### src/rtl/key_event_queue_pkg.sv
// Shared types for the key event queue: FSM encoding and event word layout.
package key_event_queue_pkg;

   localparam int unsigned KEY_W = 4;
   localparam int unsigned EV_W  = KEY_W + 1;

   typedef enum logic [1:0] {
      ST_IDLE     = 2'd0,
      ST_DB_PRESS = 2'd1,
      ST_HELD     = 2'd2,
      ST_DB_REL   = 2'd3
   } kq_state_t;

   // Event word: {repeat flag, key code}
   typedef struct packed {
      logic             rpt;
      logic [KEY_W-1:0] key;
   } key_ev_t;

endpackage

### src/rtl/key_event_fifo.sv
// Show-ahead synchronous FIFO; head and valid are registered, full pushes without a pop are dropped.
module key_event_fifo #(
   parameter int unsigned DEPTH = 4,
   parameter int unsigned W     = 5
) (
   input  logic         clk,
   input  logic         rst,
   input  logic         push,
   input  logic [W-1:0] push_data,
   input  logic         pop,
   output logic         valid,
   output logic [W-1:0] head,
   output logic         drop_c
);

   localparam int unsigned AW = $clog2(DEPTH);
   localparam int unsigned CW = AW + 1;

   logic [W-1:0]  mem_q [DEPTH];
   logic [W-1:0]  mem_d [DEPTH];
   logic [AW-1:0] wr_q, wr_d;
   logic [AW-1:0] rd_q, rd_d;
   logic [CW-1:0] count_q, count_d;
   logic          valid_q, valid_d;
   logic [W-1:0]  head_q, head_d;
   logic          do_pop;
   logic          do_push;
   logic          is_full;

   // Pointer/count update and next-cycle head selection
   always_comb begin
      mem_d   = mem_q;
      wr_d    = wr_q;
      rd_d    = rd_q;
      count_d = count_q;
      is_full = (count_q == CW'(DEPTH));
      do_pop  = pop && (count_q != '0);
      do_push = push && (!is_full || do_pop);
      drop_c  = push && is_full && !do_pop;

      if (do_push) begin
         mem_d[wr_q] = push_data;
         wr_d        = wr_q + AW'(1);
      end
      if (do_pop) begin
         rd_d = rd_q + AW'(1);
      end

      case ({do_push, do_pop})
         2'b10:   count_d = count_q + CW'(1);
         2'b01:   count_d = count_q - CW'(1);
         default: count_d = count_q;
      endcase

      valid_d = (count_d != '0);
      head_d  = valid_d ? mem_d[rd_d] : '0;
   end

   // Storage and pointer registers
   always_ff @(posedge clk or posedge rst) begin
      if (rst) begin
         for (int unsigned i = 0; i < DEPTH; i++) begin
            mem_q[i] <= '0;
         end
         wr_q    <= '0;
         rd_q    <= '0;
         count_q <= '0;
         valid_q <= 1'b0;
         head_q  <= '0;
      end else begin
         mem_q   <= mem_d;
         wr_q    <= wr_d;
         rd_q    <= rd_d;
         count_q <= count_d;
         valid_q <= valid_d;
         head_q  <= head_d;
      end
   end

   assign valid = valid_q;
   assign head  = head_q;

endmodule

### src/rtl/key_event_queue.sv
// Debounces the scanned key level into press/auto-repeat events and queues them for the entry logic.
module key_event_queue
   import key_event_queue_pkg::*;
#(
   parameter int unsigned DEBOUNCE_CYCLES = 20,
   parameter int unsigned HOLD_CYCLES     = 500,
   parameter int unsigned REPEAT_CYCLES   = 100,
   parameter int unsigned REPEAT_EN       = 1,
   parameter int unsigned FIFO_DEPTH      = 4
) (
   input  logic             clk,
   input  logic             rst,
   input  logic [KEY_W-1:0] key_raw,
   input  logic             key_down,
   output logic             ev_valid,
   input  logic             ev_ready,
   output logic [KEY_W-1:0] ev_key,
   output logic             ev_repeat,
   output logic             ovf,
   input  logic             ovf_clr,
   output logic             held
);

   localparam int unsigned CW     = $clog2(DEBOUNCE_CYCLES + 1);
   localparam int unsigned RW     = $clog2(HOLD_CYCLES + 1);
   localparam int unsigned RELOAD = (HOLD_CYCLES > REPEAT_CYCLES) ?
                                    (HOLD_CYCLES - REPEAT_CYCLES) : 0;

   kq_state_t        state_q, state_d;
   logic [KEY_W-1:0] cand_q, cand_d;
   logic [CW-1:0]    cnt_q, cnt_d;
   logic [RW-1:0]    rcnt_q, rcnt_d;
   logic             push_q, push_d;
   key_ev_t          pev_q, pev_d;
   logic             ovf_q, ovf_d;
   logic             held_q, held_d;
   logic [CW-1:0]    cnt_inc;
   logic [RW-1:0]    rcnt_inc;
   logic             drop_c;
   logic [EV_W-1:0]  head_w;
   key_ev_t          head_ev;

   // Debounce FSM, repeat timer and event generation
   always_comb begin
      state_d  = state_q;
      cand_d   = cand_q;
      cnt_d    = cnt_q;
      rcnt_d   = rcnt_q;
      push_d   = 1'b0;
      pev_d    = '0;
      cnt_inc  = (cnt_q == CW'(DEBOUNCE_CYCLES)) ? cnt_q : cnt_q + CW'(1);
      rcnt_inc = (rcnt_q == RW'(HOLD_CYCLES)) ? rcnt_q : rcnt_q + RW'(1);

      case (state_q)
         ST_IDLE: begin
            if (key_down) begin
               cand_d  = key_raw;
               cnt_d   = CW'(1);
               state_d = ST_DB_PRESS;
            end
         end
         ST_DB_PRESS: begin
            if (!key_down) begin
               cnt_d   = '0;
               state_d = ST_IDLE;
            end else if (key_raw != cand_q) begin
               cand_d = key_raw;
               cnt_d  = CW'(1);
            end else begin
               cnt_d = cnt_inc;
               if (cnt_inc == CW'(DEBOUNCE_CYCLES)) begin
                  push_d    = 1'b1;
                  pev_d.rpt = 1'b0;
                  pev_d.key = cand_q;
                  rcnt_d    = '0;
                  cnt_d     = '0;
                  state_d   = ST_HELD;
               end
            end
         end
         ST_HELD: begin
            if (!key_down || (key_raw != cand_q)) begin
               cnt_d   = CW'(1);
               state_d = ST_DB_REL;
            end else begin
               rcnt_d = rcnt_inc;
               if ((REPEAT_EN != 0) && (rcnt_inc == RW'(HOLD_CYCLES))) begin
                  push_d    = 1'b1;
                  pev_d.rpt = 1'b1;
                  pev_d.key = cand_q;
                  rcnt_d    = RW'(RELOAD);
               end
            end
         end
         ST_DB_REL: begin
            if (key_down && (key_raw == cand_q)) begin
               // Release glitch: resume holding with the repeat timer intact
               cnt_d   = '0;
               state_d = ST_HELD;
            end else if (key_down) begin
               // Different key must go through its own full debounce
               cand_d  = key_raw;
               cnt_d   = CW'(1);
               state_d = ST_DB_PRESS;
            end else begin
               cnt_d = cnt_inc;
               if (cnt_inc == CW'(DEBOUNCE_CYCLES)) begin
                  cnt_d   = '0;
                  state_d = ST_IDLE;
               end
            end
         end
         default: begin
            state_d = ST_IDLE;
         end
      endcase

      held_d = (state_d == ST_HELD) || (state_d == ST_DB_REL);
      // A drop in the same cycle as a clear leaves the flag set
      ovf_d  = drop_c ? 1'b1 : (ovf_clr ? 1'b0 : ovf_q);
   end

   // Control registers
   always_ff @(posedge clk or posedge rst) begin
      if (rst) begin
         state_q <= ST_IDLE;
         cand_q  <= '0;
         cnt_q   <= '0;
         rcnt_q  <= '0;
         push_q  <= 1'b0;
         pev_q   <= '0;
         ovf_q   <= 1'b0;
         held_q  <= 1'b0;
      end else begin
         state_q <= state_d;
         cand_q  <= cand_d;
         cnt_q   <= cnt_d;
         rcnt_q  <= rcnt_d;
         push_q  <= push_d;
         pev_q   <= pev_d;
         ovf_q   <= ovf_d;
         held_q  <= held_d;
      end
   end

   key_event_fifo #(
      .DEPTH (FIFO_DEPTH),
      .W     (EV_W)
   ) u_fifo (
      .clk       (clk),
      .rst       (rst),
      .push      (push_q),
      .push_data (pev_q),
      .pop       (ev_ready),
      .valid     (ev_valid),
      .head      (head_w),
      .drop_c    (drop_c)
   );

   assign head_ev   = head_w;
   assign ev_key    = head_ev.key;
   assign ev_repeat = head_ev.rpt;
   assign ovf       = ovf_q;
   assign held      = held_q;

endmodule

### config.mk
export PLATFORM = sky130hd
export DESIGN_NAME = key_event_queue
export DESIGN_NICKNAME = d
export VERILOG_FILES = /design/src/rtl/key_event_queue_pkg.sv /design/src/rtl/key_event_fifo.sv /design/src/rtl/key_event_queue.sv
export SDC_FILE = /design/constraint.sdc
export NUM_CORES = 1
export LEC_CHECK = 0
export ABC_AREA = 1
export CAP_MARGIN = 20
export CORE_ASPECT_RATIO = 1.25
export CORE_UTILIZATION = 65
export DETAILED_ROUTE_END_ITERATION = 8
export DONT_BUFFER_PORTS = 1
export HOLD_SLACK_MARGIN = 0.08
export PLACE_DENSITY = 0.81
export SETUP_SLACK_MARGIN = 0.1
export SLEW_MARGIN = 20
export SYNTH_ARGS = -nofsm -noshare
export SYNTH_HDL_FRONTEND = slang
export SYNTH_SLANG_ARGS = --single-unit
### constraint.sdc
create_clock -name clk -period 4.81 [get_ports clk]
set_input_delay 0.481 -clock clk [delete_from_list [all_inputs] [get_ports clk]]
set_output_delay 0.481 -clock clk [all_outputs]
set_load 0.03 [all_outputs]
==> metrics.md <==
| Metric | Value |
|---|---|
| CP required | `slightly above 5 ns` |
| Main synth FF type | `dfrtp_1` |
| Total Neg Setup Slack | `0 ns` |
| Worst Setup Path Type | `register to register` |
| Wire length on met2 | `3470 um` |
| Final worst-path cycle share | `around half` |
| Row count | `29` |
| CTS clk-pin slew, worst paths | `0.07 ns` |
| Root Driver | `clkbuf_8` |
| Net Sw Frac | `37.0%` |
| DR DRC count | `0` |
| Die height | `82.8 um` |
| Die area | `0.00551 mm2` |
| Initial antenna violation count | `0` |
| Iter 0 DRT Violations | `188` |
| Number of H-tree levels | `3` |
| # setup viols final | `0` |
| Mapped Nets | `449` |
| Final min period | `2.36 ns` |
| Peak VDD IR | `between 300 and 400 uV` |
| Nets | `458` |
| # diodes | `0` |
| Share of power burned in registers | `approximately two fifths` |
| Global-route wire length before repair | `between 10,000 and 15,000 um` |
| Library cells used by synthesis | `35` |
| Fraction of layout cells with a size suffix above 1 | `14.4%` |
| Largest net degree at the start of global routing | `61` |
| Mapped cell area | `0.00339 mm2` |
| Synth top area cells | `dfrtp_1 (44%), nand2_1 (12%), inv_1 (8.2%)` |
| NetSw | `670 uW` |
| RSZ-0062 raised after global routing | `false` |
| CTS tree | `yes` |
| Initial core utilization | `67.2%` |
| Count leader, synth | `nand2_1` |
| Synth Register Bits | `60` |
| Post-synth top area share | `44.3%` |
| I/O pin cnt | `17` |
| Internal power | `1140 uW` |
| WL final | `6570 um` |
| GR Overflow Total | `0` |
| Sequential area share after synthesis | `~44%` |
| Rel. slew slack | `around half` |
| Ys Warns | `0` |
| Clk_lat worst skew | `around 0.33 ns` |
| RePlAce Congestion | `0.901` |
| Cts bufs inserted | `9` |
| Synth area leader | `dfrtp_1` |
| Drt via density | `5.25` |
| Routed length per instance | `13.1 um` |
| Placed insts | `between 400 and 500` |
| Outcome | `complete, no violations` |
| Post-synth top cells | `nand2_1 (112), inv_1 (74), dfrtp_1 (60), o21ai_0 (35), nor2_1 (26)` |
| Vias | `2,629` |
| Slew Limit Fails | `0` |
| Number of port buffers | `0` |
| Post-Syn Instances | `between 400 and 500` |
| Comb pwr share | `30.7%` |
| Number of enable flip-flop cells after synthesis | `0` |
| Antenna Nets Post-Route | `0` |
| Wire length on met1 | `2780 um` |
| PwrDens | `489 mW/mm2` |
| Measured slew at the worst slew-check pin | `between 0.7 and 0.8 ns` |
| Finished Layout Cells | `501` |
| Worst Hold Class | `input port to async pin` |
| Worst Setup End Kind | `register` |
| Vias in the first global route | `roughly 2.5k` |
| Max layer used | `met4` |
| Detailed Routing Iterations Pass 1 | `4` |
| P&R area growth vs syn | `9.23%` |
| Final hold viol count | `0` |
| Fin Hold WS | `0.226 ns` |
| Cts hold-fix bufs | `0` |
| Clk sinks | `60` |
| Clock tree buffer depth | `2` |
| Final clock skew | `0.00732 ns` |
| Final Total Pwr | `1810 uW` |
| Setup Fix Bufs, Post-CTS | `0` |
| CP arrival | `2.62 ns` |
| Syn Area/Cell | `7.98 um2` |
| Die X | `66.6 um` |
| Max cap viols | `0` |
| Cts repair resizes | `0` |
| Clock Power Share | `a little under a third` |
| Core Region | `0.00504 mm2` |
| Type of origin of the critical path | `register` |
| Crit path max fanout | `8` |
| Routed met3 length | `between 200 and 250 um` |
| Fmax | `~420 MHz` |
| Hpwl dp | `4610 um` |
| Async SR Flop Fraction | `100%` |
| Lkg Pwr | `0.00199 uW` |
| GRT Overall Usage | `27.0%` |
## cell usage in the layout, fill, tap and decap left out, types with 2 or more instances in the layout
master,count
xor2_1,5
ha_1,14
nor2_2,11
nand2_1,112
o211ai_1,2
o22ai_1,5
a21oi_2,2
dfrtp_1,60
o21ai_0,35
nand4_1,8
a21oi_1,9
nand3_2,5
o21ai_2,2
nor2_4,5
inv_2,7
bufinv_16,3
nand2_2,8
nand2_4,3
inv_1,73
nor2_1,26
nand3_1,18
clkbuf_8,11
## flip-flops by register name (all words and copies together) (netlist names), 2 cells and up
name            count
cand_q              4
cnt_q               5
pev_q               5
rcnt_q              9
u_fifo.count_q      3
u_fifo.head         5
u_fifo.mem_q       20
u_fifo.rd_q         2
u_fifo.wr_q         2
## through the flow
stage          instance area (um2)  utilization (%)  setup WS [ns]
2_1_floorplan                 3390                -           2.67
3_3_place_gp                  3450             68.5           2.55
3_5_place_dp                  3450             68.5           2.45
4_1_cts                       3700             73.4           2.45
5_1_grt                       3700             73.4           2.23
6_report                      3700             73.4           2.45
## power by group through the flow
stage	clock, uW	combinational (uW)	sequential, uW
floorplan	0	459	681
global placement	0	534	695
detailed placement	0	551	700
CTS	573	556	690
global route	600	639	701
finish	565	556	691
## layout make-up
cell class	instances	area, um2
clock buffer	12	155
clock inverter	4	95.1
fill	377	1340
inverter	80	300
multi-input combinational	282	1570
sequential	60	1500
tap	62	77.6
timing repair buffer	1	7.51
## metal layers
layer | track usage [%] | vias to the layer above
met4 | 13.2 | 0
met1 | 31.6 | 1240
li1 | - | 1336
met5 | 0 | -
met2 | 46.1 | 42
met3 | 6.32 | 11
## cells by family after synthesis
kind of cell               Yosys count  share of synthesized area, %
AOI/OAI and AO/OA                   58                          9.78
xor gates and xnor gates             7                          2.03
adders and majority gates           15                          5.76
buffers and inverters               83                          9.52
DFF                                 60                          44.3
and+or+nand+nor                    202                          28.6
## final timing paths
| path | start | endpoint | slack, ns | cells after the start |
|---|---|---|---|---|
| hold / removal | rst | rcnt_q[4] | 0.23 | 2 |
| setup reg to reg | u_fifo.count_q[0] | u_fifo.head[2] | 2.45 | 13 |
| min in group clk | ovf_clr | ovf | 0.25 | 1 |
| max in group asynchronous | rst | u_fifo.mem_q[3] | 4.08 | 2 |
| setup / recovery | u_fifo.count_q[0] | u_fifo.head[2] | 2.45 | 13 |
| hold reg to reg | u_fifo.mem_q[15] | u_fifo.mem_q[15] | 0.50 | 2 |
## critical path, cell delays in order, from the launching register on
cell	delay, ns
dfrtp_1	0.42
nor2_2	0.14
nand3_2	0.11
nand2_4	0.15
ha_1	0.17
inv_1	0.06
fa_1	0.38
a21oi_1	0.15
o21ai_0	0.11
xor2_1	0.17
inv_1	0.06
nand2_1	0.17
nand2_1	0.09
nor2_1	0.08
No activity file was read; power rests on OpenSTA's default activity.
